--- config.mk ---
export PLATFORM = sky130hd
export DESIGN_NAME = jk_drive_ctrl
export DESIGN_NICKNAME = d
export VERILOG_FILES = /design/src/rtl/jk_drive_ctrl.sv
export SDC_FILE = /design/constraint.sdc
export NUM_CORES = 1
export LEC_CHECK = 0
export CORE_ASPECT_RATIO = 1.5
export CORE_MARGIN = 10
export CORE_UTILIZATION = 35
export DETAILED_ROUTE_END_ITERATION = 8
export SYNTH_ARGS = -nofsm -noshare
export SYNTH_HDL_FRONTEND = slang
export SYNTH_SLANG_ARGS = --single-unit
--- constraint.sdc ---
create_clock -name clk -period 3.05 [get_ports clk]
set_clock_uncertainty 0.05 [all_clocks]
set_input_delay 0.61 -clock clk [delete_from_list [all_inputs] [get_ports clk]]
set_output_delay 0.61 -clock clk [all_outputs]
set_load 0.05 [all_outputs]
--- src/rtl/jk_drive_ctrl.sv ---
// ---------------------------------------------------------------------------
// jk_drive_ctrl
//   Drives a bank of WIDTH external JK flip-flops towards a requested target
//   word. Each attempt issues one registered J/K pulse, waits one cycle for
//   the bank's registered q to come back, then compares. Mismatches are
//   re-driven up to MAX_RETRY times before completing with err=1.
//
// Parameters
//   WIDTH      number of external JK flip-flops
//   MAX_RETRY  re-drive attempts after the first failed check (fits retry_cnt)
//   USE_TOGGLE 1: differing bits driven with J=K=1; 0: set/reset pairs
//
// Ports
//   clk        clock, rising edge
//   rst_n      asynchronous active-low reset
//   in_valid   target word offered
//   in_target  desired flip-flop state
//   in_ready   controller accepts a target this cycle (IDLE only)
//   q_fb       registered q outputs fed back from the flip-flop bank
//   j, k       registered J/K drives, non-zero only in the DRIVE cycle
//   busy       command in progress
//   done       one-cycle completion pulse
//   err        qualifies done: target not reached within the retry budget
//   retry_cnt  re-drives used by the current or last command
// ---------------------------------------------------------------------------
module jk_drive_ctrl #(
    parameter int WIDTH      = 4,
    parameter int MAX_RETRY  = 3,
    parameter int USE_TOGGLE = 0
) (
    input  logic             clk,
    input  logic             rst_n,
    input  logic             in_valid,
    input  logic [WIDTH-1:0] in_target,
    output logic             in_ready,
    input  logic [WIDTH-1:0] q_fb,
    output logic [WIDTH-1:0] j,
    output logic [WIDTH-1:0] k,
    output logic             busy,
    output logic             done,
    output logic             err,
    output logic [1:0]       retry_cnt
);

    typedef enum logic [1:0] {
        IDLE,
        DRIVE,
        CHECK,
        DONE
    } state_t;

    localparam logic [1:0] MAX_RC = 2'(MAX_RETRY);

    state_t           state;
    logic [WIDTH-1:0] target;

    // J/K pair that moves the present q onto t; bits already equal stay at 0/0.
    function automatic logic [2*WIDTH-1:0] jk_for(input logic [WIDTH-1:0] q,
                                                   input logic [WIDTH-1:0] t);
        logic [WIDTH-1:0] diff;
        diff = q ^ t;
        if (USE_TOGGLE != 0)
            return {diff, diff};
        else
            return {diff & t, diff & ~t};
    endfunction

    assign busy = (state != IDLE);

    // NOTE: all state uses non-blocking assignments so every register samples
    // the pre-edge values; blocking here would let later statements see
    // already-updated state and break the one-cycle DRIVE/CHECK timing.
    always_ff @(posedge clk or negedge rst_n) begin
        if (!rst_n) begin
            state     <= IDLE;
            target    <= '0;
            j         <= '0;
            k         <= '0;
            done      <= 1'b0;
            err       <= 1'b0;
            retry_cnt <= 2'd0;
            // in_ready comes up on the first edge after reset releases.
            in_ready  <= 1'b0;
        end else begin
            case (state)
                IDLE: begin
                    in_ready <= 1'b1;
                    if (in_ready && in_valid) begin
                        target    <= in_target;
                        retry_cnt <= 2'd0;
                        {j, k}    <= jk_for(q_fb, in_target);
                        in_ready  <= 1'b0;
                        state     <= DRIVE;
                    end
                end
                DRIVE: begin
                    // Single-cycle pulse; the bank sees it on this edge.
                    j     <= '0;
                    k     <= '0;
                    state <= CHECK;
                end
                CHECK: begin
                    if (q_fb == target) begin
                        done  <= 1'b1;
                        err   <= 1'b0;
                        state <= DONE;
                    end else if (retry_cnt < MAX_RC) begin
                        retry_cnt <= retry_cnt + 2'd1;
                        {j, k}    <= jk_for(q_fb, target);
                        state     <= DRIVE;
                    end else begin
                        done  <= 1'b1;
                        err   <= 1'b1;
                        state <= DONE;
                    end
                end
                DONE: begin
                    done     <= 1'b0;
                    err      <= 1'b0;
                    in_ready <= 1'b1;
                    state    <= IDLE;
                end
                default: state <= IDLE;
            endcase
        end
    end

endmodule
### After elaboration in Yosys (flattened, before gate mapping)

Index checks and enable logic that the tools add are counted.
W data, S select, Z words.

| storage, ports and cells | value |
|---|---|
| logic and storage cells | 60 |
| register bits | 19 |

| operators by class | value |
|---|---|
| $lt $le $gt $ge | 1 |
| bitwise operators | 8 |
| equal/unequal tests | 8 |
| muxes and demuxes | 23 |
| add/sub/neg operators | 1 |
| reduce and logical (&&, ||, !) cells | 11 |

Operators with widths:

| cell | number |
|---|---|
| $mux W4 | 6 |
| $pmux W4 S3 | 2 |
| $and A4 B4 Y4 | 4 |
| $mux W2 | 6 |
| $not A4 Y4 | 2 |
| $pmux W2 S4 | 1 |
| $reduce_and A4 Y1 | 2 |
| $reduce_bool A2 Y1 | 4 |
| $xor A4 B4 Y4 | 2 |
| $ne A2 B2 Y1 const B | 3 |
| $pmux W1 S2 | 3 |
| $eq A2 B2 Y1 const B | 2 |
| $eq A4 B4 Y1 | 1 |
| $mux W1 | 4 |
| $pmux W2 S2 | 1 |
| $reduce_and A2 Y1 | 2 |
| $ne A3 B3 Y1 const B | 1 |
| $reduce_bool A3 Y1 | 1 |
| $add A2 B1 Y2 const B | 1 |
| $eq A2 B1 Y1 const B | 1 |
| $logic_not A2 Y1 | 1 |
| $lt A2 B2 Y1 const B | 1 |
| $logic_and A1 B1 Y1 | 1 |

### Depth between registers and ports, before layout

| depth | value |
|---|---|
| depth in word-level cells | 5 |
| depth in mapped cells | 7 |

### Least setup slack after synthesis

No wires, ideal clock.

| timing | value |
|---|---|
| kind | in2reg |
| start point | input port q_fb[1] |
| end point | register j[0] |
| path buffers | 0 |
| cell stages on the path | 5 |
| arrival time | 1.904 ns |
| library setup time | 0.125 ns |
| data required time | 2.875 ns |
| setup slack | 0.971 ns |
| cells stage by stage | inv_1 ha_1 and4_4 a211oi_4 mux2_2 |

| between the ends | value |
|---|---|
| cells in the longest elaborated chain, start to end | 3 |

Ends and longest elaborated chain:

| element | RTL line | RTL |
|---|---|---|
| start, declared | 36 | `input logic [WIDTH-1:0] q_fb,` |
| $eq A4 B4 Y1 | 103 | `if (q_fb == target) begin` |
| $ne A2 B2 Y1 (no line) | n/a |  |
| $reduce_and A4 Y1 (no line) | n/a |  |
| end signal, assigned | 91 | `{j, k} <= jk_for(q_fb, in_target);` |
| end signal, assigned | 109 | `{j, k} <= jk_for(q_fb, target);` |
| end, declared | 37 | `output logic [WIDTH-1:0] j,` |

Every way passes these cells.
A chain may end at the register's enable or synchronous reset.

### Worst setup path in the final report

| timing | value |
|---|---|
| start point | register state[0] |
| end point | output port busy |

| between the ends | value |
|---|---|
| cells in the longest elaborated chain, start to end | 1 |

Ends and longest elaborated chain:

| element | RTL line | RTL |
|---|---|---|
| start, declared | 54 | `state_t state;` |
| start signal, assigned | 75 | `state <= IDLE;` |
| start signal, assigned | 93 | `state <= DRIVE;` |
| start signal, assigned | 100 | `state <= CHECK;` |
| $reduce_bool A2 Y1 | 68 | `assign busy = (state != IDLE);` |
| end, declared | 39 | `output logic busy,` |

Every way passes these cells.

==> metrics.log <==
INFO  metric core-area = 3190 µm²
INFO  metric nets_final = 161
INFO  metric worstPathCellList = inv_1, ha_1, inv_1, clkdlybuf4s50_1
INFO  metric timing.final.max_slew_violations = 0
INFO  metric synth_top_area_frac = 0.405
INFO  metric synth_edf_count = 0
INFO  metric count_of_filler_cells_inserted_in_the_layout = ~300
INFO  metric h-tree-depth = 1
INFO  metric critical_path.endpoint_type = output port
INFO  metric syn-cell-area = 1170 µm²
INFO  metric antenna_cells = 0
INFO  metric critical_path.slowest_cell = clkdlybuf4s50_1
INFO  metric result_of_the_run = complete, no violations
INFO  metric post_synth_top_cells = 19 x dfrtp_1, 14 x ha_1, 12 x inv_1, 12 x mux2_2, 10 x nand3_1
INFO  metric crit_required = 2.39 ns
INFO  metric tritoncts = done
INFO  metric synth_area_per_cell = 10.7 µm²
INFO  metric design.die.area = 6120 µm²
INFO  metric globalRouteOverflowTotal = 0
INFO  metric post-synth-top-count-cell = dfrtp_1
INFO  metric final-hold-violation-count = 0
INFO  metric rows = 25
INFO  metric drt_first_pass_iters = 4
INFO  metric dr.first_iter.drc_count = 37
INFO  metric wl_met1 = 1090 µm
INFO  metric post_drt_via_cell_ratio = 5.17
INFO  metric floorplan.io_pins = 25
INFO  metric mappedNetlistNets = 135
INFO  metric critPathMaxStageDelay = ~0.79 ns
INFO  metric fin_tns_setup = 0 ns
INFO  metric tightest_slew = 0.880 ns
INFO  metric clock_path_buffers = 2
INFO  metric critical_path.most_common_cell = inv_1
INFO  metric maxCapViolCount = 0
INFO  metric yosys-top-cells-area = dfrtp_1 40%, ha_1 15%, mux2_2 12%
INFO  metric initial_utilization = 0.368
INFO  metric timing_limited_maximum_frequency = ~390 MHz
INFO  metric avgRoutedWirePerCell = 15.1 µm
INFO  metric crit_path_start_kind = flip-flop
INFO  metric post-route-drc-count = 0
INFO  metric crit_fanout = 5
INFO  metric cts_hold_buf = 0
INFO  metric layout-drive-gt1-share = 0.148
INFO  metric wl_met3 = 168 µm
INFO  metric synth_flop_cell = dfrtp_1
INFO  metric setup_violations = 0
INFO  metric clkLatencyLatePin = 0.26 ns
INFO  metric vdd_drop_max = a little over 0.0006 V
INFO  metric synth_sequential_area_ratio = 0.405
INFO  metric synth.largest_area_cell = dfrtp_1
INFO  metric ys_ff_latch = 19
INFO  metric grt_antenna_before_repair = 0
INFO  metric grt_pass1_vias = about 900
INFO  metric route.vias.total = 905
INFO  metric post-dp-hpwl = 2010 µm
INFO  metric grt_max_degree = 20
INFO  metric number_of_buffers_inserted_to_repair_setup_after_cts = 0
INFO  metric synthesis.yosys.warnings = 0
INFO  metric power-per-cell-area = 1080 nW/µm²
INFO  metric synth.lib_cells_used.distinct = 29
INFO  metric total_clock_sinks = 19
INFO  metric postSynthCellCount = 110
INFO  metric met2WireLength = 1330 µm
INFO  metric postSynth.asyncResetShare = 1.00
INFO  metric route.top_layer_used = met4
INFO  metric areaGrowthSynthToFinish = 27.8%
INFO  metric report.power.total = between 1.5 and 2 mW
INFO  metric hold_class = flip-flop to flip-flop
INFO  metric cts_resized = 0
INFO  metric grt_use_total = 0.0942
INFO  metric final_cycle_utilization_of_the_critical_path = 0.835
INFO  metric die_y = a little over 90 µm
INFO  metric postRouteAntennaNets = 0
INFO  metric grt_first_pass_wirelength = 4550 µm
INFO  metric port-buffer-count = 24
INFO  metric die_width = 67.3 µm
INFO  metric leakage = 0.700 nW
INFO  metric worst_slew_margin_rel = 0.411
INFO  metric cp_data_arrival_time = 1.89 ns
INFO  metric clkSlewWorstSetupHoldPaths = about 0.07 ns
INFO  metric critPathKind = flip-flop to output port
INFO  metric grt_setup_unrepaired = no
INFO  metric gpl.final_weighted_congestion = between 0.7 and 0.8
INFO  metric cts_root_buffer = clkbuf_8
INFO  metric cts_buffers = 3
INFO  metric drt_wl_total = 2640 µm
INFO  metric final_min_period = 2.55 ns
[metal layers]
metal / global-route usage / up-vias
met3: 0.0308 / 5
met4: 0.0412 / 0
met1: 0.111 / 435
met5: 0 / -
li1: - / 447
met2: 0.150 / 18
[critical path, delay by kind of cell (launching register included)]
kind | cells | cell delay [ns]
buf+inv | 3 | 0.97
flops | 1 | 0.40
fa+ha+maj | 1 | 0.26
[worst paths after layout]
kind	from	end	slack (ns)	cells past startpoint
worst max-delay path	state[0]	busy	0.50	4
worst min-delay path	j[0]	j[0]	0.46	1
worst max register to register	target[1]	j[0]	1.08	4
worst min register to register	j[0]	j[0]	0.46	1
max in group asynchronous	rst_n	target[0]	1.61	1
min in group asynchronous	rst_n	target[1]	0.80	1
[layout by cell type (no fill, tap or decap), types with 3 or more instances in the layout]
cell,instances
clkdlybuf4s50_1,24
mux2_2,12
ha_1,14
o21ai_0,5
a32o_1,3
o31ai_1,4
nor2_1,6
nand3_1,10
inv_1,12
nand2b_1,3
dfrtp_1,19
clkbuf_8,3
[cell type report]
class                           count  area, µm²  area share
Multi-Input combinational cell     75        637       0.424
Sequential cell                    19        475       0.317
Timing Repair Buffer               25        248       0.165
Tap cell                           40       50.0      0.0333
Inverter                           12       45.0      0.0300
Clock buffer                        3       41.3      0.0275
Clock inverter                      1       5.00     0.00333
[power breakdown]
group | total (mW) | switching, mW | internal [mW]
logic | 1.02 | 0.613 | 0.404
registers | 0.432 | 0.0778 | 0.354
clock network | 0.178 | 0.0874 | 0.0909
[sequential cells by signal, summed over array words and instances, names as in the netlist]
name / count
done: 1
err: 1
in_ready: 1
j: 4
k: 4
retry_cnt: 2
state: 2
target: 4
[through the flow]
step            util  instance area [µm²]  instances  hold WS [ns]  worst slack [ns]
6_report       0.471                 1500        175         0.460             0.504
5_1_grt        0.471                 1500        175         0.476             0.423
4_1_cts        0.471                 1500        175         0.464             0.485
3_5_place_dp   0.456                 1460        171         0.447             0.243
3_3_place_gp   0.456                 1460        171         0.441             0.268
2_1_floorplan      -                 1170        110         0.264             0.971
[kinds of logic (layout without fill, tap and decap cells)]
group / Yosys count / in the layout / synth area share
muxes: 13 / 13 / 0.124
DFF: 19 / 19 / 0.405
adders and majority gates: 14 / 14 / 0.149
and+or+nand+nor: 24 / 24 / 0.109
buffers and inverters: 16 / 41 / 0.0532
AOI/OAI and AO/OA: 24 / 24 / 0.161
No activity file was read; power rests on OpenSTA's default activity.
==> RTL edit: new RTL, config.mk and constraints unchanged <==
`WIDTH`: 4 -> 6.
--- a/src/rtl/jk_drive_ctrl.sv
+++ b/src/rtl/jk_drive_ctrl.sv
@@ -25,5 +25,5 @@
 // ---------------------------------------------------------------------------
 module jk_drive_ctrl #(
-    parameter int WIDTH      = 4,
+    parameter int WIDTH      = 6,
     parameter int MAX_RETRY  = 3,
     parameter int USE_TOGGLE = 0
Interface: changed (resized in_target, j, k and q_fb); port bits go from 25 to 33. No check against the original RTL was run, so the function may have changed too.
==> RTL edit against the original RTL <==
  * Worst setup slack hardly changed
  * Non-clock buffer count grew 9
  * Sequential cell count increased by 6
  * Total power is 22% higher
  * Cell area increased by 31%
  * Sequential power is 27% higher
  * Core utilization fell by 0.58 points
  * Combinational power grew 21%
  * Wire length increased by 34%
  * Area after synthesis grew 32%
  * Clock power grew 13%
  * Largest cell class unchanged
  * Largest power group unchanged
==> RTL edit: results (changes against the original RTL) <==
* Setup bufs post-CTS at 0 (unchanged)
* Detail Placement HPWL at 2.789 mm (was 2.013 mm)
* Post-synthesis mux area share at 0.1817 (was 0.1235)
* Placed instance count at 211 (was 171)
* RD Place Congestion at 0.7814 (was 0.7794)
* Compound-Gate Fraction of Synth Area at 0.1365 (was 0.1608)
* Total track usage at 0.09955 (was 0.09423)
* VDD IR-drop max at 0.8424 mV (was 0.6106 mV)
* Status: finished, final reports clean (unchanged)
* Crit-path slowest cell: clkdlybuf4s50_1 (unchanged)
* Clk pin slew, worst setup/hold paths at 0.09 ns (was 0.07 ns)
* DR iter-0 viols at 44 (was 37)
* Rel. slew slack at 0.5857 (was 0.4112)
* Worst R2R Setup Slack at 0.85 ns (was 1.08 ns)
* Synth area leaders: dfrtp_1 40%, ha_1 15%, mux2_4 9.7% (was dfrtp_1 40%, ha_1 15%, mux2_2 12%)
* Post-Route WL at 3.531 mm (was 2.640 mm)
* Hold crit path type: flop to flop (unchanged)
* Fin cells at 215 (was 175)
* CP max stage delay at 0.79 ns (about the same)
* Clock Latency Late Sink at 0.27 ns
* ANT cells at 0 (unchanged)
* Warning count from the yosys run at 0 (unchanged)
* Post-CTS Resized at 0 (unchanged)
* CP startpoint kind: flop (unchanged)
* Synth top cells by count: 25 x dfrtp_1, 19 x inv_1, 18 x ha_1, 10 x mux2_4, 9 x mux2_2 (was 19 x dfrtp_1, 14 x ha_1, 12 x inv_1, 12 x mux2_2, 10 x nand3_1)
* Synth Area in Adders at 0.1454 (was 0.1491)
* Post-synthesis xor/xnor area fraction at 0 (unchanged)
* Largest net degree at the start of global routing at 26 (was 20)
* End of the critical path: busy (unchanged)
* Reg-to-Reg Start: state[0] (was target[1])
* Final net count at 203 (was 161)
* IO Port Bufs at 32 (was 24)
* Cells after Synth at 136 (was 110)
* Largest delay share family, worst path: buffers and inverters (unchanged)
* Asr flop ratio synth at 1.000 (unchanged)
* Vias in the first global route at 1265 (was 923)
* R2R cell count at 6 (was 4)
* Worst R2R End: j[1] (was j[0])
* FILL cells at 408 (was 299)
* Synth Net Count at 169 (was 135)
* Antenna violations before repair at 0 (unchanged)
* Top flop regs: j (6), k (6), target (6) (was j (4), k (4), target (4))
* Post-synthesis sequential area ratio at 0.4039 (was 0.4047)
* Largest family of logic cells by synthesized area: multiplexers (was compound AO/OA/AOI/OAI gates)
* CTS buffer count at 3 (unchanged)
* Cell variety after synth at 27 (was 29)
* Depth of the CTS H-tree at 1 (unchanged)
* Critical Path Fanout Max at 5 (unchanged)
* Fraction of layout cells with a size suffix above 1 at 0.1834 (was 0.1481)
* Clk buf depth at 2 (unchanged)
* First-pass GRT wire length at 5.927 mm (was 4.547 mm)
* Root Buffer: clkbuf_8 (unchanged)
* Total number of vias at 1138 (was 905)
* First-pass iteration count of the detailed router at 4 (unchanged)
* Leak pwr at 0.9324 nW (was 0.7002 nW)
-- RTL edit: power breakdown --
part	switching (W)	total (W)	internal, W
combinational	0.000706	0.00123	0.000527
clock	0.000110	0.000201	0.0000915
sequential	0.0000937	0.000548	0.000454
total	0.000910	0.00198	0.00107
-- RTL edit: worst reg2reg max path, cell delays in order (launching register included) --
cell	delay (ns)
dfrtp_1	0.41
inv_1	0.14
ha_1	0.46
inv_1	0.20
o21ai_2	0.30
buf_12	0.19
mux2_2	0.34
-- RTL edit: how the worst min path moves through the flow --
stage	startpoint	end	slack [ns]	cells past startpoint
3_5_place_dp	k[2]	k[2]	0.44	1
4_1_cts	k[2]	k[2]	0.48	1
2_1_floorplan	rst_n	done	0.26	0
5_1_grt	k[1]	k[1]	0.49	1
3_3_place_gp	k[3]	k[3]	0.45	1
6_report	j[4]	j[4]	0.48	1
-- RTL edit: stage by stage --
step                        util  area, um^2  setup slack [ns]
after global placement    0.4539        1927            0.2687
after global routing      0.4648        1973            0.3932
after floorplan                -        1549            0.9318
after CTS                 0.4648        1973            0.4891
final                     0.4648        1973            0.5047
after detailed placement  0.4539        1927            0.2043
-- RTL edit: cell families after synthesis --
family	after synthesis
mux	22
flops	25
fa+ha+maj	18
buf+inv	24
simple gates	23
compound gates	24
-- RTL edit: final cells by class --
cell class              count  share of cell area
clock buffers               3             0.02093
clock inverters             1            0.002536
inverters                  19             0.03614
multi-input cells          87              0.4179
flip-flops and latches     25              0.3171
well taps                  46             0.02917
repair buffers             34              0.1763
-- RTL edit: layer usage --
layer | vias up | part of all wire | GRT usage
met3 | 9 | 0.061 | 0.02838
met4 | 0 | 0.027 | 0.04520
met2 | 28 | 0.55 | 0.1783
met1 | 556 | 0.36 | 0.1029
li1 | 545 | - | -
met5 | - | 0 | 0
